$ cat config.mk
export PLATFORM = sky130hd
export DESIGN_NAME = cci_mpf_rd_arbiter_flat
export DESIGN_NICKNAME = d
export VERILOG_FILES = /design/src/rtl/cci_mpf_rd_arbiter_pkg.sv /design/src/rtl/cci_mpf_rd_arbiter_if.sv /design/src/rtl/cci_mpf_rr_arb.sv /design/src/rtl/cci_mpf_rd_arbiter.sv /design/src/flat_wrapper.sv
export SDC_FILE = /design/constraint.sdc
export NUM_CORES = 1
export LEC_CHECK = 0
export ABC_AREA = 1
export ABC_CLOCK_PERIOD_IN_PS = 3490
export BUFFER_PORTS_ARGS = -buffer_cell sky130_fd_sc_hd__buf_2
export CORE_ASPECT_RATIO = 0.75
export CORE_MARGIN = 1.5
export CORE_UTILIZATION = 42
export CTS_BUF_LIST = sky130_fd_sc_hd__clkbuf_8 sky130_fd_sc_hd__clkbuf_16
export DETAILED_ROUTE_END_ITERATION = 7
export GPL_TIMING_DRIVEN = 0
export MAX_ROUTING_LAYER = met4
export PLACE_DENSITY = 0.84
export SLEW_MARGIN = 20
export SYNTH_ARGS = -nofsm -noshare
export SYNTH_HDL_FRONTEND = slang
export SYNTH_SLANG_ARGS = --single-unit
$ cat constraint.sdc
create_clock -name clk -period 3.49 [get_ports clk]
set_clock_uncertainty 0.15 [all_clocks]
set_input_delay 0.698 -clock clk [delete_from_list [all_inputs] [get_ports clk]]
set_output_delay 0.698 -clock clk [all_outputs]
set_load 0.005 [all_outputs]
$ cat src/rtl/cci_mpf_rd_arbiter_pkg.sv
// Shared types and helpers for the MPF channel-0 read arbiter.
// Package name: cci_mpf_rd_arb_pkg.
package cci_mpf_rd_arb_pkg;

    // Widest supported client count; rr_pick always scans this many slots.
    localparam int RD_ARB_MAX_CLIENTS = 16;
    localparam int RD_ARB_IDX_W       = 4;

    typedef logic [RD_ARB_IDX_W-1:0] t_client_idx;

    typedef enum logic [1:0] {
        RD_ARB_RUN      = 2'd0,
        RD_ARB_DRAINING = 2'd1,
        RD_ARB_DRAINED  = 2'd2
    } t_rd_arb_state;

    typedef struct packed {
        logic        found;
        t_client_idx index;
    } t_rr_pick;

    // First set bit of valid at or above ptr, wrapping at 16. Callers zero
    // the bits above their client count, so the wrap is equivalent to
    // wrapping at N_CLIENTS.
    function automatic t_rr_pick rr_pick(input logic [RD_ARB_MAX_CLIENTS-1:0] valid,
                                         input t_client_idx ptr);
        t_rr_pick    r;
        t_client_idx idx;
        r = '0;
        for (int i = 0; i < RD_ARB_MAX_CLIENTS; i++) begin
            idx = ptr + t_client_idx'(i);
            if (!r.found && valid[idx]) begin
                r.found = 1'b1;
                r.index = idx;
            end
        end
        return r;
    endfunction

endpackage

$ cat src/rtl/cci_mpf_rd_arbiter_if.sv
// Channel-0 side of the read arbiter: request out to c0Tx, responses from c0Rx.
// master = arbiter, slave = platform shim.
interface cci_mpf_rd_arbiter_if #(
    parameter int ADDR_W       = 42,
    parameter int CLIENT_IDX_W = 2
);
    logic                    tx_rd_valid;
    logic [ADDR_W-1:0]       tx_addr;
    logic [CLIENT_IDX_W-1:0] tx_mdata;
    logic                    c0_tx_alm_full;
    logic                    rx_rd_valid;
    logic [CLIENT_IDX_W-1:0] rx_mdata;

    modport master (
        output tx_rd_valid, tx_addr, tx_mdata,
        input  c0_tx_alm_full, rx_rd_valid, rx_mdata
    );

    modport slave (
        input  tx_rd_valid, tx_addr, tx_mdata,
        output c0_tx_alm_full, rx_rd_valid, rx_mdata
    );
endinterface

$ cat src/rtl/cci_mpf_rr_arb.sv
// Parameterized round-robin arbiter. Pointer advances past the winner on
// every grant; grant is combinational and gated by enable.
module cci_mpf_rr_arb
    import cci_mpf_rd_arb_pkg::*;
#(
    parameter int N     = 4,
    parameter int IDX_W = $clog2(N)
) (
    input  logic             clk,
    input  logic             reset_n,
    input  logic [N-1:0]     valid,
    input  logic             enable,
    output logic [N-1:0]     grant,
    output logic             grant_any,
    output logic [IDX_W-1:0] grant_idx
);

    logic [IDX_W-1:0]                  ptr;
    logic [RD_ARB_MAX_CLIENTS-1:0]     valid_ext;
    t_rr_pick                          pick;

    // Pick the winner starting from the pointer.
    always_comb begin
        valid_ext        = '0;
        valid_ext[N-1:0] = valid;
        pick             = rr_pick(valid_ext, t_client_idx'(ptr));
        grant_any        = enable && pick.found;
        grant_idx        = pick.index[IDX_W-1:0];
        grant            = '0;
        if (grant_any) grant[grant_idx] = 1'b1;
    end

    // Move the pointer one past the client just served.
    always_ff @(posedge clk or negedge reset_n) begin
        if (!reset_n) begin
            ptr <= '0;
        end else if (grant_any) begin
            ptr <= (grant_idx == IDX_W'(N-1)) ? '0 : grant_idx + 1'b1;
        end
    end

endmodule

$ cat src/rtl/cci_mpf_rd_arbiter.sv
// Round-robin sharing of the MPF channel-0 read port among N_CLIENTS
// engines, with almost-full and outstanding-credit gating, client tagging
// in mdata, response steering and a drain handshake.
// Optional statistics counters: define CCI_MPF_RD_ARB_STATS_EN.
//
//   state            | meaning
//   RD_ARB_RUN       | normal arbitration
//   RD_ARB_DRAINING  | grants blocked, waiting for in-flight reads to return
//   RD_ARB_DRAINED   | quiesced, drain_done high until drain_req drops
module cci_mpf_rd_arbiter
    import cci_mpf_rd_arb_pkg::*;
#(
    parameter int N_CLIENTS       = 4,
    parameter int CLIENT_IDX_W    = $clog2(N_CLIENTS),
    parameter int ADDR_W          = 42,
    parameter int MAX_OUTSTANDING = 64,
    parameter int CNT_W           = $clog2(MAX_OUTSTANDING + 1)
) (
    input  logic                       clk,
    input  logic                       reset_n,
    cci_mpf_rd_arbiter_if.master       c0,
    input  logic [N_CLIENTS-1:0]        req_valid,
    input  logic [N_CLIENTS*ADDR_W-1:0] req_addr,
    output logic [N_CLIENTS-1:0]        req_grant,
    output logic [N_CLIENTS-1:0]        rsp_valid,
    input  logic                       drain_req,
    output logic                       drain_done,
    output logic [CNT_W-1:0]           outstanding
`ifdef CCI_MPF_RD_ARB_STATS_EN
    ,
    output logic [N_CLIENTS*32-1:0]    stat_grants,
    output logic [31:0]                stat_stall_cycles
`endif
);

    t_rd_arb_state           state, state_nxt;
    logic                    can_issue;
    logic                    grant_any;
    logic [CLIENT_IDX_W-1:0] grant_idx;
    logic                    rx_ok;

    // Issue is allowed only while running, with channel room and credit.
    always_comb begin
        can_issue = (state == RD_ARB_RUN) && !c0.c0_tx_alm_full &&
                    (outstanding < CNT_W'(MAX_OUTSTANDING));
    end

    cci_mpf_rr_arb #(
        .N     (N_CLIENTS),
        .IDX_W (CLIENT_IDX_W)
    ) u_rr_arb (
        .clk       (clk),
        .reset_n   (reset_n),
        .valid     (req_valid),
        .enable    (can_issue),
        .grant     (req_grant),
        .grant_any (grant_any),
        .grant_idx (grant_idx)
    );

    // Register the granted request toward c0Tx, tagged with its client.
    always_ff @(posedge clk or negedge reset_n) begin
        if (!reset_n) begin
            c0.tx_rd_valid <= 1'b0;
            c0.tx_addr     <= '0;
            c0.tx_mdata    <= '0;
        end else begin
            c0.tx_rd_valid <= grant_any;
            if (grant_any) begin
                c0.tx_addr  <= req_addr[grant_idx*ADDR_W +: ADDR_W];
                c0.tx_mdata <= grant_idx;
            end
        end
    end

    // A response with nothing in flight is ignored so the count never wraps.
    always_comb begin
        rx_ok = c0.rx_rd_valid && (outstanding != '0);
    end

    // Track reads in flight: up on grant, down on response.
    always_ff @(posedge clk or negedge reset_n) begin
        if (!reset_n) begin
            outstanding <= '0;
        end else begin
            case ({grant_any, rx_ok})
                2'b10:   outstanding <= outstanding + 1'b1;
                2'b01:   outstanding <= outstanding - 1'b1;
                default: outstanding <= outstanding;
            endcase
        end
    end

    // Steer each response to the client named by its tag; bad tags dropped.
    always_ff @(posedge clk or negedge reset_n) begin
        if (!reset_n) begin
            rsp_valid <= '0;
        end else begin
            rsp_valid <= '0;
            if (c0.rx_rd_valid && (32'(c0.rx_mdata) < N_CLIENTS)) begin
                rsp_valid[c0.rx_mdata] <= 1'b1;
            end
        end
    end

    // Drain FSM state register and registered drain_done.
    always_ff @(posedge clk or negedge reset_n) begin
        if (!reset_n) begin
            state      <= RD_ARB_RUN;
            drain_done <= 1'b0;
        end else begin
            state      <= state_nxt;
            drain_done <= (state_nxt == RD_ARB_DRAINED);
        end
    end

    // Drain FSM next state; dropping drain_req always returns to RUN.
    always_comb begin
        state_nxt = state;
        unique case (state)
            RD_ARB_RUN: begin
                if (drain_req) state_nxt = RD_ARB_DRAINING;
            end
            RD_ARB_DRAINING: begin
                if (!drain_req)
                    state_nxt = RD_ARB_RUN;
                else if ((outstanding == '0) && !c0.tx_rd_valid)
                    state_nxt = RD_ARB_DRAINED;
            end
            RD_ARB_DRAINED: begin
                if (!drain_req) state_nxt = RD_ARB_RUN;
            end
            default: state_nxt = RD_ARB_RUN;
        endcase
    end

`ifdef CCI_MPF_RD_ARB_STATS_EN
    // Per-client grant counts and cycles where requests were held off.
    always_ff @(posedge clk or negedge reset_n) begin
        if (!reset_n) begin
            stat_grants       <= '0;
            stat_stall_cycles <= '0;
        end else begin
            for (int i = 0; i < N_CLIENTS; i++) begin
                if (req_grant[i]) stat_grants[i*32 +: 32] <= stat_grants[i*32 +: 32] + 32'd1;
            end
            if ((state == RD_ARB_RUN) && (|req_valid) && !can_issue)
                stat_stall_cycles <= stat_stall_cycles + 32'd1;
        end
    end
`endif

    // Responses must only arrive for reads actually in flight.
    a_rx_with_credit: assert property (@(posedge clk) disable iff (!reset_n)
        c0.rx_rd_valid |-> (outstanding != '0));

    // Response tags must name an existing client.
    a_rx_tag_range: assert property (@(posedge clk) disable iff (!reset_n)
        c0.rx_rd_valid |-> (32'(c0.rx_mdata) < N_CLIENTS));

endmodule

$ cat src/flat_wrapper.sv
// flat-port wrapper written by rule: the top's interface ports become plain ports
module cci_mpf_rd_arbiter_flat import cci_mpf_rd_arb_pkg::*;
#(
    parameter int N_CLIENTS       = 4,
    parameter int CLIENT_IDX_W    = $clog2(N_CLIENTS),
    parameter int ADDR_W          = 42,
    parameter int MAX_OUTSTANDING = 64,
    parameter int CNT_W           = $clog2(MAX_OUTSTANDING + 1)
)
  (clk, reset_n, req_valid, req_addr, req_grant, rsp_valid, drain_req, drain_done, outstanding, c0_tx_rd_valid, c0_tx_addr, c0_tx_mdata, c0_c0_tx_alm_full, c0_rx_rd_valid, c0_rx_mdata);
  cci_mpf_rd_arbiter_if #(.ADDR_W(ADDR_W), .CLIENT_IDX_W(CLIENT_IDX_W)) c0_i ();
  input  logic clk;
  input  logic reset_n;
  input  logic [N_CLIENTS-1:0] req_valid;
  input  logic [N_CLIENTS*ADDR_W-1:0] req_addr;
  output logic [N_CLIENTS-1:0] req_grant;
  output logic [N_CLIENTS-1:0] rsp_valid;
  input  logic drain_req;
  output logic drain_done;
  output logic [CNT_W-1:0] outstanding;
  output wire logic [$bits(c0_i.tx_rd_valid)-1:0] c0_tx_rd_valid;
  output wire logic [$bits(c0_i.tx_addr)-1:0] c0_tx_addr;
  output wire logic [$bits(c0_i.tx_mdata)-1:0] c0_tx_mdata;
  input wire logic [$bits(c0_i.c0_tx_alm_full)-1:0] c0_c0_tx_alm_full;
  input wire logic [$bits(c0_i.rx_rd_valid)-1:0] c0_rx_rd_valid;
  input wire logic [$bits(c0_i.rx_mdata)-1:0] c0_rx_mdata;
  assign c0_tx_rd_valid = c0_i.tx_rd_valid;
  assign c0_tx_addr = c0_i.tx_addr;
  assign c0_tx_mdata = c0_i.tx_mdata;
  assign c0_i.c0_tx_alm_full = c0_c0_tx_alm_full;
  assign c0_i.rx_rd_valid = c0_rx_rd_valid;
  assign c0_i.rx_mdata = c0_rx_mdata;
  cci_mpf_rd_arbiter #(.N_CLIENTS(N_CLIENTS), .CLIENT_IDX_W(CLIENT_IDX_W), .ADDR_W(ADDR_W), .MAX_OUTSTANDING(MAX_OUTSTANDING), .CNT_W(CNT_W)) u_core (.clk(clk), .reset_n(reset_n), .c0(c0_i), .req_valid(req_valid), .req_addr(req_addr), .req_grant(req_grant), .rsp_valid(rsp_valid), .drain_req(drain_req), .drain_done(drain_done), .outstanding(outstanding));
endmodule
==> impl_metrics.csv <==
group,metric,value,unit
routing,drtIter0Drc,354,
logic_synthesis,synthArstFlopShare,100,%
logic_synthesis,yosys.area.top_type,"dfrtp_1",
setup_path,cp_max_fo,5,
power_and_ir_drop,power_per_cell_area,1130,mW/mm^2
final_layout,final_util,65.3,%
sta,max_freq,291,MHz
logic_synthesis,synthesis.nets,887,
setup_path,end_kind,"primary output",
sta,slew_headroom,46.2,%
final_layout,mostFrequentLayoutCells,"buf_2 (245), nand2_1 (199), inv_1 (129)",
grt,grt_start_max_net_pins,62,
logic_synthesis,synth_area_leaders,"dfrtp_1 (33%), nand2_1 (17%), nand3_1 (13%), inv_1 (11%), or2_2 (3.7%)",
setup_path,cp_num_buf_inv,6,
setup_path,cpPeakStageDelay,420,ps
routing,wl_per_cell,14.0,um
cts,clockBufferDepth,2,
power_and_ir_drop,comb_power_share,71.9,%
logic_synthesis,syn_area_per_cell,6.59,um^2
status,status,"finished, final reports clean",
final_layout,multi_input_area,0.00256,mm^2
placed_design,dp.cells,1070,
logic_synthesis,synthCells,695,
logic_synthesis,yosysSeqAreaShare,33.3,%
power_and_ir_drop,p_switching,3.69,mW
power_and_ir_drop,pwr-share-clk,12.2,%
placed_design,placed_cell_area,0.00599,mm^2
floorplan,io_pins,240,
sta,setup_violations,0,
setup_path,worstPathRequired,2640,ps
cts,cts_root_buf,"clkbuf_16",
cts,cts.sinks,61,
routing,routed-via-count,5595,
power_and_ir_drop,p_int,4.05,mW
floorplan,die-area,0.0115,mm^2
floorplan,die_w,124,um
setup_path,crit_slowest_cell,"dfrtp_2",
sta,min_period_over_period,98.4,%
cts,clock_latency,330,ps
routing,ant_nets,0,
cts,cts_tree,"yes",
sta,tightest_slew,807,ps
job,maxCapViolations,0,
grt,globalRouteOverflowTotal,0,
floorplan,die_h,93.4,um
sta,drv_slew,0,
final_layout,area_delta_synth_final,49.0,%
final_layout,drive_above_1_share,40.3,%
logic_synthesis,yosys_warnings,0,
final_layout,final_nets,1168,
sta,hold_viol,0,
final_layout,n_fill_cell,942,
floorplan,fp-row-count,32,
cts,postCtsHoldBufs,0,
placed_design,hpwl,11800,um
routing,drcViolationCount,0,
logic_synthesis,ys.flop_type,"dfrtp_1",
power_and_ir_drop,p_leak,4.04,nW
setup_path,crit_type,"reg -> out",
min_path,min_path_type,"in -> async",
final_layout,design_area,0.00682,mm^2
logic_synthesis,synth_seq_cells,61,
cts,path_clk_slew,50,ps
logic_synthesis,synth_cell_types,36,
grt,grt_pass1_vias,5114,
cts,cts_buffers,9,
sta,rsz0062_at_grt,"yes",
grt,antenna_found_initial,0,
logic_synthesis,synth_edf_count,0,
routing,wl,15600,um
setup_path,critPathTopFamily,"simple AND/OR/NAND/NOR gates",
floorplan,start_util,43.8,%
final_layout,mostFrequentLayoutCell,"buf_2",
logic_synthesis,synth_top_area_share,33.3,%
routing,drt_first_pass_iters,5,
setup_path,crit_chain,"inv_4, ha_4, inv_6, nand3_1, nand3_2, inv_2, nor2_4, nand2_2, nor2_4, nand3_2, nand2_4, buf_8, ha_4, inv_2, nor2_2, buf_2",
final_layout,antennaDiodeCount,0,
floorplan,core-area,0.0105,mm^2
placed_design,portBuffers,239,
final_layout,fin_cells,1117,
cts,htree_levels,3,
sta,hold_ws,280,ps
power_and_ir_drop,power.switching_fraction,47.7,%
placed_design,place_congestion,0.901,
grt,grt_pass1_wl,23900,um
sta,timing.final.crit_period,3430,ps
logic_synthesis,synth_area,0.00458,mm^2
final_layout,register_area,0.00153,mm^2
power_and_ir_drop,seqPwrFrac,15.9,%
grt,track_usage,27.5,%
routing,via_per_inst,5.01,
power_and_ir_drop,vdd_drop_max,0.000570,V
setup_path,start_kind,"flip-flop",
setup_path,crit_arrival,2590,ps
==> cell families (layout without fill, tap and decap cells) <==
| group | after synthesis | count (layout) | synth area share, % |
|---|---|---|---|
| xor gates and xnor gates | 2 | 2 | 0.383 |
| adders and majority gates | 13 | 13 | 3.72 |
| DFF | 61 | 61 | 33.3 |
| buffers and inverters | 174 | 460 | 15.5 |
| and+or+nand+nor | 391 | 391 | 38.1 |
| AOI/OAI and AO/OA | 54 | 54 | 8.91 |
==> registers in the layout, indices dropped and copies added (netlist names) <==
register and cells:
u_core.c0.tx_rd_valid 1, u_core.outstanding 7, u_core.drain_done 1, u_core.u_rr_arb.ptr 2, u_core.state 2, u_core.c0.tx_mdata 2
u_core.rsp_valid 4, u_core.c0.tx_addr 42
==> per-layer routing <==
metal / global-route usage [%] / vias up / share of wire (%)
li1: - / 2733 / -
met1: 34.0 / 2587 / 41
met2: 46.7 / 249 / 50
met3: 5.30 / 26 / 7.1
met4: 6.61 / 0 / 1.4
met5: - / - / 0
==> power by group through the flow <==
stage	Sequential, mW	Combinational [mW]	Clock [mW]
5_1_grt	1.27	6.17	0.991
6_report	1.23	5.57	0.946
3_3_place_gp	1.23	4.18	0
4_1_cts	1.22	4.81	0.958
3_5_place_dp	1.22	4.28	0
2_1_floorplan	1.23	2.95	0
==> through the flow <==
stage	setup slack (ps)	TNS, ps	power [mW]
CTS	12.4	0	6.98
finish	56.0	0	7.74
global placement	-476	-1720	5.41
global route	-94.0	-329	8.43
detailed placement	-567	-1910	5.50
floorplan	5.61	0	4.18
==> synth_stat cells, types with 2 or more instances <==
cell	number
a211oi_1	2
a21oi_1	9
a31oi_1	2
buf_1	2
buf_2	12
buf_4	6
clkbuf_1	12
dfrtp_1	61
ha_1	12
inv_1	136
inv_2	3
nand2_1	202
nand2_2	7
nand3_1	119
nand4_1	2
nor2_1	22
nor2_4	2
nor3_1	4
nor4_1	2
o211ai_1	19
o211ai_2	10
o21ai_0	8
or2_1	2
or2_2	27
==> layout make-up <==
class | count | share of cell area, %
Buffer | 30 | 2.84
Clock buffer | 9 | 3.30
Clock inverter | 7 | 1.36
Inverter | 140 | 8.07
Multi-Input combinational cell | 460 | 37.5
Sequential cell | 61 | 22.4
Tap cell | 136 | 2.49
Timing Repair Buffer | 274 | 22.0
==> worst paths after layout <==
check | startpoint | end | slack (ps) | cells after the start
worst min register to register | u_core.c0.tx_addr[0] | u_core.c0.tx_addr[0] | 320 | 2
worst min-delay path | reset_n | u_core.outstanding[4] | 280 | 1
min in group clk | u_core.c0.tx_addr[0] | u_core.c0.tx_addr[0] | 320 | 2
max in group asynchronous | reset_n | u_core.u_rr_arb.ptr[0] | 2330 | 1
worst max register to register | u_core.u_rr_arb.ptr[0] | u_core.outstanding[6] | 110 | 23
worst max-delay path | u_core.u_rr_arb.ptr[0] | req_grant[3] | 60 | 16
==> what timing repair did <==
action,in CTS,in global routing
buffers inserted,12,22
gates cloned,1,0
gates resized for setup,26,43
setup endpoints to repair,8,6
pin swaps,5,20
No activity file was read; power rests on OpenSTA's default activity.
